<file path="src/rtl/aes_inv_round_ctrl.sv">
// Iterative AES decryption sequencer: owns the cipher state, walks round keys NR..0 and
// drives a shared inverse-round datapath. Optional macro AES_INV_CTRL_B2B_EN: pop+accept in DONE.
module aes_inv_round_ctrl #(
   parameter int unsigned NR    = 10,
   parameter int unsigned IDX_W = 4
) (
   input  logic              clk,
   input  logic              rst_n,
   input  logic              in_valid,
   output logic              in_ready,
   input  logic [127:0]      in_data,
   output logic              out_valid,
   input  logic              out_ready,
   output logic [127:0]      out_data,
   input  logic              abort,
   output logic              rk_rd_en,
   output logic [IDX_W-1:0]  rk_rd_idx,
   input  logic [127:0]      rk_rd_data,
   output logic [127:0]      dp_state_o,
   output logic [127:0]      dp_rk_o,
   output logic              dp_last_o,
   input  logic [127:0]      dp_result_i,
   output logic              busy,
   output logic [IDX_W-1:0]  round_o
);

   typedef enum logic [1:0] {StIdle, StKeyRd, StApply, StDone} state_e;

   localparam logic [IDX_W-1:0] IdxLast = IDX_W'(NR);

   state_e           st_q, st_d;
   logic [127:0]     state_q, state_d;
   logic [IDX_W-1:0] idx_q, idx_d;

   always_ff @(posedge clk or negedge rst_n) begin
      if (!rst_n) begin
         st_q    <= StIdle;
         state_q <= '0;
         idx_q   <= '0;
      end else begin
         st_q    <= st_d;
         state_q <= state_d;
         idx_q   <= idx_d;
      end
   end

   always_comb begin
      st_d      = st_q;
      state_d   = state_q;
      idx_d     = idx_q;
      in_ready  = 1'b0;
      out_valid = 1'b0;
      rk_rd_en  = 1'b0;
      dp_last_o = 1'b0;

      unique case (st_q)
         StIdle: begin
            in_ready = 1'b1;
            if (in_valid) begin
               state_d = in_data;
               idx_d   = IdxLast;
               st_d    = StKeyRd;
            end
         end
         StKeyRd: begin
            rk_rd_en = 1'b1;
            st_d     = StApply;
         end
         StApply: begin
            dp_last_o = (idx_q == '0);
            // The initial AddRoundKey has no datapath stage; plain XOR with key NR.
            if (idx_q == IdxLast) begin
               state_d = state_q ^ rk_rd_data;
            end else begin
               state_d = dp_result_i;
            end
            if (idx_q == '0) begin
               st_d = StDone;
            end else begin
               idx_d = idx_q - 1'b1;
               st_d  = StKeyRd;
            end
         end
         StDone: begin
            out_valid = 1'b1;
            if (out_ready) begin
               st_d = StIdle;
`ifdef AES_INV_CTRL_B2B_EN
               in_ready = ~abort;
               if (in_valid) begin
                  state_d = in_data;
                  idx_d   = IdxLast;
                  st_d    = StKeyRd;
               end
`endif
            end
         end
         default: st_d = StIdle;
      endcase

      // Flush wins over accept, round progress and output handshake alike.
      if (abort) begin
         st_d    = StIdle;
         state_d = '0;
         idx_d   = '0;
      end
   end

   assign out_data   = state_q;
   assign dp_state_o = state_q;
   assign dp_rk_o    = rk_rd_data;
   assign rk_rd_idx  = idx_q;
   assign round_o    = idx_q;
   assign busy       = (st_q != StIdle);

endmodule

</file>
<file path="config.mk">
export PLATFORM = sky130hd
export DESIGN_NAME = aes_inv_round_ctrl
export DESIGN_NICKNAME = d
export VERILOG_FILES = /design/src/rtl/aes_inv_round_ctrl.sv
export SDC_FILE = /design/constraint.sdc
export NUM_CORES = 1
export LEC_CHECK = 0
export CAP_MARGIN = 20
export CORE_AREA = 4 4 302 304
export DETAILED_ROUTE_END_ITERATION = 16
export DIE_AREA = 0 0 306 308
export HOLD_SLACK_MARGIN = 0.02
export MAX_ROUTING_LAYER = met4
export PLACE_DENSITY = 0.39
export SYNTH_ARGS = -nofsm -noshare
export SYNTH_HDL_FRONTEND = slang
export SYNTH_SLANG_ARGS = --single-unit
</file>
<file path="constraint.sdc">
create_clock -name clk -period 1.6 [get_ports clk]
set_input_delay 0.32 -clock clk [delete_from_list [all_inputs] [get_ports clk]]
set_output_delay 0.32 -clock clk [all_outputs]
set_load 0.01 [all_outputs]
</file>
# Yosys cells after proc, flatten, opt, wreduce, memory -nomap -nowiden
# Cells that the tools add are included.
# Widths: inputs -> output; s select.
classes:
  addsub: 1
  eq_ne: 7
  mux: 17
  bitwise_logic: 1
  reduce_logical: 7
op_table:
  columns: ["cell", "n"]
  rows:
  - ["$mux 128", 3]
  - ["$pmux 128 s2", 1]
  - ["$xor 128x128->128", 1]
  - ["$mux 4", 3]
  - ["$ne 3x3->1 const B", 3]
  - ["$mux 2", 4]
  - ["$pmux 2 s4", 1]
  - ["$pmux 4 s2", 1]
  - ["$eq 2x2->1 const B", 2]
  - ["$eq 4x4->1 const B", 1]
  - ["$logic_not 4->1", 1]
  - ["$mux 1", 4]
  - ["$reduce_and 2->1", 2]
  - ["$sub 4x1->4 const B", 1]
  - ["$reduce_and 3->1", 1]
  - ["$reduce_bool 3->1", 1]
  - ["$eq 2x1->1 const B", 1]
  - ["$logic_not 2->1", 1]
  - ["$reduce_bool 2->1", 1]
totals:
  ff_bits: 134
  in_bits: 389
  out_inout_bits: 397
  elab_cells: 36

# Longest topological paths before layout
# Gate-level depths: netlist of the first run.
depth:
  depth_word: 4
  depth_mapped: 8
  ltp_nobuf: 5

# Worst setup path after synthesis of the first run
# Ideal clock, no wire load.
synth_timing:
  path_type: "register to register"
  start: "reg idx_q[0], in the netlist rk_rd_idx[0]"
  end: "reg idx_q[0], in the netlist rk_rd_idx[0]"
  setup_time_ns: 0.078
  arrival_ns: 1.546
  required_ns: 1.522
  path_slack_ns: -0.024
  stages_incl_launch_ff: 6
  path_buffers: 0
  synth_period_minus_slack_ns: 1.624
  path_cell_list: "dfrtp_1 > inv_1 > ha_1 > and4bb_2 > or4b_1 > a21oi_1"
synth_via:
  elab_chain_cells: 4
  elab_cells_between_ends: 7
  cone_classes: "add/sub: 1; eq/ne: 1; mux: 3; reduce/logical: 2"
synth_rtl:
  columns: ["element", "line", "text"]
  rows:
  - ["from (decl)", "33", "logic [IDX_W-1:0] idx_q, idx_d;"]
  - ["from (signal assigned)", "43", "idx_q <= idx_d;"]
  - ["$sub 4x1->4", "80", "idx_d = idx_q - 1'b1;"]
  - ["$mux 4", "77", "if (idx_q == '0) begin"]
  - ["$pmux 4 s2", "56", "unique case (st_q)"]
  - ["$mux 4", "102", "if (abort) begin"]
# Parallel ways exist; a longest one is shown, timed or not. The select of a mux whose other input is x is not followed.
# A chain may end at the register's enable or synchronous reset.

# Worst setup path after layout of the first run
layout_timing:
  start: "reg idx_q[1], in the netlist rk_rd_idx[1]"
  end: "out dp_last_o"
layout_via:
  elab_chain_cells: 2
layout_rtl:
  columns: ["element", "line", "text"]
  rows:
  - ["$logic_not 4->1", "70", "dp_last_o = (idx_q == '0);"]
  - ["$mux 1", "56", null]
  - ["to (decl)", "21", "output logic dp_last_o,"]
# No other way between the ends.

==> metrics, run 1 <==
CP Buf/Inv Count=3; RSZ-0062 raised after global routing=yes; crit path from=rk_rd_idx[1]; Most used DFF post-synth=dfrtp_1; first-pass GRT wire length=between 100,000 and 150,000 µm; core area=~88,000 µm²; Remaining Overflow, GRT=0; critical path class=register to primary output; status=finished, violations left; Layout area overhead=94.1%; Total GRT Usage=0.147; post-synthesis xor/xnor area fraction=0.0885; Top Ports=around 800; Post-synth top cells=buf_4 (263), dfrtp_1 (134), and2_1 (129); Syn Inst Count=around 1,300; Post-route DRC=0; final WL=approximately 70,000 µm; fin cells=between 3,000 and 4,000; critical path arrival=around 1.7 ns; EDFF count, synth=0; largest vdd supply drop=758 µV; CTS tree=done; share of post-route cells with drive strength above 1=0.361; FMAX=~500 MHz; DR iter-0 viols=approximately 500; Clk pin slew, worst setup/hold paths=around 0.07 ns; register area share after synthesis=0.265; main combinational cell family by area after synthesis=buffers and inverters; CP top delay family=flip-flops; post-synthesis cell area=approximately 13,000 µm²; placed insts=around 3,200; HP Class=primary input to asynchronous set/reset pin; largest cells by area after synthesis=dfrtp_1 (26%), buf_4 (16%), mux2i_1 (10%); initial antenna violation count=10; Worst-Margin Slew=0.483 ns; Final ANT Viol Nets=0; dominant cell by count in the synthesized netlist=buf_4; Die ar.=roughly 94,000 µm²; CTS root buffer=clkbuf_16; Synth Register Bits=134; site row count=about 110; Final #Nets=around 2,600; mux share of post-synthesis cell area=0.101; setup_tns=-21.42 ns; Netlist cell types=37; later-pin clock latency in the skew report=roughly 0.47 ns; Final setup viols=roughly 130; Mapped Nets=about 1,700; largest fanout on the critical path=3; vias per cell=between 3 and 4; Final Skew=around 0.014 ns; clock buffer depth=2; maxcap violations=0; DIE HEIGHT=308 µm; failing checks=negative setup slack; largest net degree at the start of global routing=between 70 and 80; critical path's slowest cell=dfrtp_1; Initial DRT Pass Iterations=6; CP endpoint kind=primary output; Final HPWL DP=between 50,000 and 60,000 µm; Adder-Cell Fraction of Synth Area=0.00198; critical path's largest stage delay=0.37 ns; CP required=around 1.3 ns; async set or reset register ratio after synthesis=1.00; via count=around 13,000; Compound-Gate Fraction of Synth Area=0.157; Tcrit/Tclk final=1.24; simple-gate share of the synthesized area=0.183; Fin. Hold Viols=0; clock sinks=between 100 and 150; Power Density=around 630 nW/µm²; Die X=306 µm; crit-path cells=buf_4 -> inv_1 -> ha_2 -> and4bb_2 -> buf_8; Avg Cell Area, Syn=~9.6 µm²; Final WS setup=-0.377 ns; wire per inst=21.0 µm; TritonCTS Buffers=17; RD Place Congestion=between 0.7 and 0.8; r2r startpoint=rk_rd_idx[1]; Slew Limit Fails=0; total power=approximately 0.015 W; synth warn=0; Synth area leader=dfrtp_1; critical path startpoint category=register; vias in the first global route=14,500; htree depth=4; Synth top area share=0.265; minimum clock period=between 1.5 and 2 ns; worst rel slew slack=0.678; # port buffers=~800; Starting Density=0.144; hold slack=0.258 ns; Leakage=between 10 and 15 nW; dpl ws=-0.398 ns
-- kinds of logic (layout without fill, tap and decap cells) --
family / Yosys count / in the layout
other: 0 / 12
buffers and inverters: 381 / 1270
multiplexers: 128 / 128
AO/OA/AOI/OAI: 268 / 268
flip-flops: 134 / 134
adder cells (fa/ha/maj): 2 / 2
XOR/XNOR: 128 / 128
AND/OR/NAND/NOR: 274 / 274
-- worst paths after layout --
path,slack [ns],to,cells past startpoint
setup / recovery,-0.38,dp_last_o,5
min in group clk,0.41,st_q[0],3
setup reg to reg,-0.29,dp_state_o[23],10
max in group asynchronous,0.67,st_q[1],3
hold reg to reg,0.66,dp_state_o[29],2
hold / removal,0.26,dp_state_o[18],2
-- through the flow --
step | cell area, µm² | utilization
floorplan | 12700 | -
global placement | 22000 | 0.249
detailed placement | 22000 | 0.249
CTS | 23800 | 0.269
global route | 24600 | 0.279
finish | 24600 | 0.279
-- sequential cells by signal (all words and copies together), names as in the netlist --
register    count
dp_state_o    128
rk_rd_idx       4
st_q            2
-- layer usage --
layer | track usage | vias up | part of all wire
met5 | - | - | 0
met4 | 0.0385 | 0 | 0.015
met3 | 0.0307 | 43 | 0.049
met2 | 0.267 | 449 | 0.54
met1 | 0.165 | 6621 | 0.40
li1 | - | 6349 | -
-- report_power, final --
group / internal, W / switching (W)
logic: 0.00401 / 0.00306
clock network: 0.00232 / 0.00192
registers: 0.00374 / 0.000382
total: 0.0101 / 0.00536
-- final cells by class --
type / count / area [µm²]
antenna: 12 / 30.0
clock buffer: 19 / 433
clock inverter: 13 / 148
fill: 9399 / 63700
inverter: 4 / 15.0
multi-input combinational: 800 / 7440
sequential: 134 / 3470
tap: 1165 / 1460
timing repair buffer: 1234 / 11600
-- timing repair --
action                     4_1_cts  5_1_grt
gates cloned                     7        0
setup endpoints to repair      526      225
buffers inserted               116       52
resized for setup              756      152
pin swaps                      107       31
hold endpoints to repair        81        0
hold buffers                     1        0
-- layout by cell type, fill, tap and decap left out, drive strengths merged, types with 3 or more instances in the layout --
cell type	count
inv	8
clkdlybuf4s15	38
and4bb	45
clkbuf	20
nor4bb	86
nor2b	3
xor2	128
dlygate4sd2	277
dfrtp	134
clkinvlp	4
and2	129
clkinv	3
o22ai	128
mux2i	128
dlymetal6s2s	24
clkdlybuf4s50	385
nand2	3
buf	506
diode	12
a21oi	3
a211oi	128
Note: power is estimated with default switching activity, not from simulation.
==> inputs of run 2 (changes only) <==
Settings changed: CTS_BUF_LIST set to sky130_fd_sc_hd__clkbuf_2 sky130_fd_sc_hd__clkbuf_4 sky130_fd_sc_hd__clkbuf_8.
==> run 2 against run 1 <==
Effect of this change:
- the run still ends with negative setup slack left
- sequential share of layout area shrank 0.38 points
- hold slack lost 0.055 ns
- final cell count grew 1.7%
==> metrics, run 2 (synthesis results as in run 1) <==
status=finished, violations left; failing checks=negative setup slack; RSZ-0062 raised after global routing=yes; Layout area overhead=99.5%; critical path arrival=roughly 1.7 ns; critical path's slowest cell=dfrtp_1; vias per cell=roughly 4.0; core area=a little under 90,000 µm²; clock sinks=between 100 and 150; TritonCTS Buffers=17; Tcrit/Tclk final=1.27; DR iter-0 viols=between 500 and 600; Final #Nets=2,640; most frequent cells in the layout=clkdlybuf4s50_1 (385), buf_4 (367), buf_6 (199), and2_1 (129), xor2_1 (128); Slew Limit Fails=0; minimum clock period=a little over 2 ns; commonest non-fill, non-tap cell in the layout=clkdlybuf4s50_1; HP Class=primary input to asynchronous set/reset pin; Power Density=~590 nW/µm²; first-pass GRT wire length=just over 100,000 µm; wire per inst=~21 µm; later-pin clock latency in the skew report=approximately 0.52 ns; Design Area, Final=25,300 µm²; fin cells=around 3,400; via count=roughly 14,000; largest vdd supply drop=between 400 and 500 µV; Die ar.=94,200 µm²; CP required=~1.3 ns; M1 WL=between 20,000 and 30,000 µm; r2r startpoint=rk_rd_idx[0]; Fin. Hold Viols=0; Leakage=11.6 nW; Final setup viols=between 100 and 150; Post-route DRC=0; maxcap violations=0; Worst-Margin Slew=0.487 ns; Top Ports=786; met3 wire length=3840 µm; Final HPWL DP=about 52,000 µm; WL met2=roughly 40,000 µm; CP endpoint kind=primary output; Starting Density=0.144; critical path class=register to primary output; Remaining Overflow, GRT=0; CTS tree=done; DIE HEIGHT=between 300 and 400 µm; Clk pin slew, worst setup/hold paths=roughly 0.10 ns; FMAX=a little under 500 MHz; Initial DRT Pass Iterations=4; Final WS setup=-0.436 ns; Final Skew=about 0.018 ns; clock buffer depth=2; final WL=around 73,000 µm; worst rel slew slack=0.675; Die X=306 µm; vias in the first global route=between 15,000 and 20,000; max FFs per register=128; hold slack=0.203 ns; Final ANT Viol Nets=0; R2R setup slack=-0.30 ns; Top Metal Used=met4; CTS root buffer=clkbuf_8; critical path startpoint category=register; RR Endpoint=dp_state_o[5]; site row count=~110; critical path's largest stage delay=between 0.4 and 0.5 ns; DP Area=22,000 µm²; Total GRT Usage=0.152; initial antenna violation count=12; crit-path cells=buf_6 -> inv_1 -> ha_4 -> and4bb_2 -> buf_8; largest fanout on the critical path=3; largest net degree at the start of global routing=slightly below 80; RD Place Congestion=0.786; htree depth=4; share of post-route cells with drive strength above 1=0.462; Worst R2R Path Depth=10; setup_tns=-26.67 ns; # port buffers=between 700 and 800; dpl ws=-0.398 ns; placed insts=approximately 3,200
[run 2: how the worst max path moves through the flow]
stage,slack (ns),start,to,cells after the start
2_1_floorplan,-0.02,rk_rd_idx[0],dp_state_o[0],8
3_3_place_gp,-0.37,in_valid,dp_state_o[92],6
3_5_place_dp,-0.40,in_valid,dp_state_o[92],6
4_1_cts,-0.56,st_q[0],dp_last_o,3
5_1_grt,-0.59,st_q[0],dp_last_o,3
6_report,-0.44,rk_rd_idx[1],dp_last_o,5
[run 2: repair_timing]
action	CTS	global route
resized for setup	1359	323
hold endpoints to repair	91	0
hold buffers	1	0
endpoints found under the setup margin	527	371
pin swaps	75	71
buffers inserted	240	47
cloned	4	3
[run 2: routing by layer]
metal | vias to the layer above | track usage
li1 | 6452 | -
met1 | 6811 | 0.169
met2 | 474 | 0.279
met3 | 43 | 0.0295
met4 | 0 | 0.0403
met5 | - | -
[run 2: area by class of cell]
class                      instances  area [µm²]
clock inverter                    13         148
sequential                       134        3470
inverter                           4        15.0
multi-input combinational        800        7350
tap                             1165        1460
clock buffer                      19         249
timing repair buffer            1292       12500
antenna                           13        32.5
fill                            9312       63000
[run 2: per-stage QoR]
stage | utilization | power (W)
after floorplan | - | 0.00710
after global placement | 0.249 | 0.0106
after detailed placement | 0.249 | 0.0107
after CTS | 0.279 | 0.0152
after global routing | 0.286 | 0.0159
final | 0.286 | 0.0150
[run 2: worst max-delay path: cells and delay by family (launching register included)]
family | cells | cell delay, ns
DFF | 1 | 0.41
adders and majority gates | 1 | 0.15
buffers and inverters | 3 | 0.37
and+or+nand+nor | 1 | 0.26
[run 2: power breakdown]
part / switching (W) / internal [W]
clock: 0.00178 / 0.00144
sequential: 0.000393 / 0.00374
combinational: 0.00321 / 0.00445
==> inputs of run 3 (changes only) <==
Settings changed: PLACE_DENSITY 0.39 to 0.38.
Clock period 1.6 ns to 2.53 ns, I/O delays scaled along.
==> run 3 against run 2 <==
Effect of this change:
- the run now ends clean
- final cell count is 13% lower
- setup slack better by 0.57 ns
- first-iteration DRC count is 30% lower
- design area is 19% lower
- sequential cell count stayed put
- non-clock buffer count is 452 lower
- hold slack better by 0.18 ns
- via count is 14% lower
- critical path depth is 3 lower
- die area stayed put
- clock skew is 0.0040 ns higher
- clock power is 30% lower
- critical endpoint is now busy
==> metrics, run 3 (synthesis results as in run 1) <==
largest vdd supply drop=about 320 µV; crit path from=st_q[1]; worst rel slew slack=0.560; Total GRT Usage=0.130; later-pin clock latency in the skew report=~0.52 ns; initial antenna violation count=3; Final HPWL DP=between 40,000 and 50,000 µm; # port buffers=785; total power=approximately 0.0086 W; r2r startpoint=st_q[1]; Final ANT Viol Nets=0; CTS root buffer=clkbuf_8; DR iter-0 viols=approximately 360; Layout area overhead=62.5%; Die ar.=about 94,000 µm²; Slew Limit Fails=0; TritonCTS Buffers=17; minimum clock period=around 2.4 ns; setup_tns=0 ns; max FFs per register=128; HP Start=abort; Fin. Hold Viols=0; Hold Path End=st_q[1]; Clk pin slew, worst setup/hold paths=around 0.10 ns; Final setup viols=0; via count=between 10,000 and 15,000; Final #Nets=between 2,000 and 2,500; Starting Density=0.144; htree depth=4; critical path startpoint category=register; clock sinks=134; Leakage=~7.6 nW; largest net degree at the start of global routing=between 100 and 150; Die X=between 300 and 400 µm; status=finished, final reports clean; first-pass GRT wire length=a little under 90,000 µm; largest fanout on the critical path=3; RSZ-0062 raised after global routing=no; Post-route DRC=0; CTS tree=done; share of post-route cells with drive strength above 1=0.0912; most frequent cells in the layout=clkdlybuf4s50_1 (778), dfrtp_1 (132), and2_1 (129); clock buffer depth=2; HP Class=primary input to register; Worst Hold Depth=3; site row count=109; Tcrit/Tclk final=0.948; Remaining Overflow, GRT=0; FMAX=approximately 420 MHz; final WL=62,200 µm; CP required=around 2.0 ns; R2R setup slack=roughly 0.34 ns; Initial DRT Pass Iterations=4; DIE HEIGHT=308 µm; vias in the first global route=around 13,000; critical path class=register to primary output; commonest non-fill, non-tap cell in the layout=clkdlybuf4s50_1; Power Density=416 nW/µm²; Final Skew=between 0.02 and 0.025 ns; Worst-Margin Slew=0.659 ns; vias per cell=3.96; RD Place Congestion=approximately 0.79; critical path arrival=approximately 1.9 ns; maxcap violations=0; CP endpoint kind=primary output; wire per inst=~21 µm; Top Ports=~790; Worst R2R Path Depth=6; core area=between 80,000 and 90,000 µm²; RR Endpoint=dp_state_o[40]
run 3: cell types whose count changed in the layout (fill, tap and decap cells not counted), moves of 22 or more:
cell / change
clkdlybuf4s50_1: +393
buf_4: -332
buf_6: -197
buf_2: -111
dlymetal6s2s_1: -111
dfrtp_1: +91
dfrtp_2: -91
mux2i_1: +48
mux2i_2: -26
mux2i_4: -22
run 3: repair_timing:
action,in CTS,in global routing
setup endpoints to repair,4,1
resized for setup,8,2
cloned,1,0
buffers inserted,2,0
endpoints found under the hold margin,35,0
hold buffers,1,0
run 3: metrics by stage:
| stage | hold slack, ns | cells | util | worst slack (ns) | area (µm²) |
|---|---|---|---|---|---|
| finish | 0.388 | 2978 | 0.233 | 0.131 | 20600 |
| floorplan | 0.210 | 1315 | - | 0.778 | 12700 |
| detailed placement | 0.504 | 2939 | 0.227 | 0.295 | 20100 |
| global route | 0.341 | 2977 | 0.233 | 0.0263 | 20600 |
| global placement | 0.504 | 2939 | 0.227 | 0.300 | 20100 |
| CTS | 0.318 | 2974 | 0.233 | 0.0169 | 20600 |
run 3: layout make-up:
cell class / instances / area [µm²]
Antenna cell: 4 / 10.0
Clock buffer: 19 / 249
Clock inverter: 12 / 204
Fill cell: 9438 / 67700
Inverter: 4 / 15.0
Multi-Input combinational cell: 800 / 6750
Sequential cell: 134 / 3360
Tap cell: 1165 / 1460
Timing Repair Buffer: 840 / 8540
run 3: power breakdown:
group          leakage (nW)  total [W]  internal [W]  switching [W]
clock                 0.231    0.00226       0.00119        0.00107
combinational          5.60    0.00358       0.00210        0.00148
sequential             1.79    0.00272       0.00234       0.000381
total                  7.61    0.00856       0.00563        0.00293
run 3: critical path: stages, from the launching register on:
cell,delay (ns)
dfrtp_4,0.52
or2_2,0.35
clkdlybuf4s50_1,0.50
run 3: metal layers:
metal  track usage  share of wire  vias to the layer above
met1         0.147           0.40                     5790
li1              -              -                     5539
met3        0.0293          0.051                       40
met2         0.232           0.53                      421
met4        0.0301          0.015                        0
met5             -              0                        -
run 3: worst max-delay path by stage:
stage                        to  cells after the start
global route               busy                      2
CTS                        busy                      2
finish                     busy                      2
global placement    dp_rk_o[90]                      2
floorplan              in_ready                      5
detailed placement  dp_rk_o[90]                      2
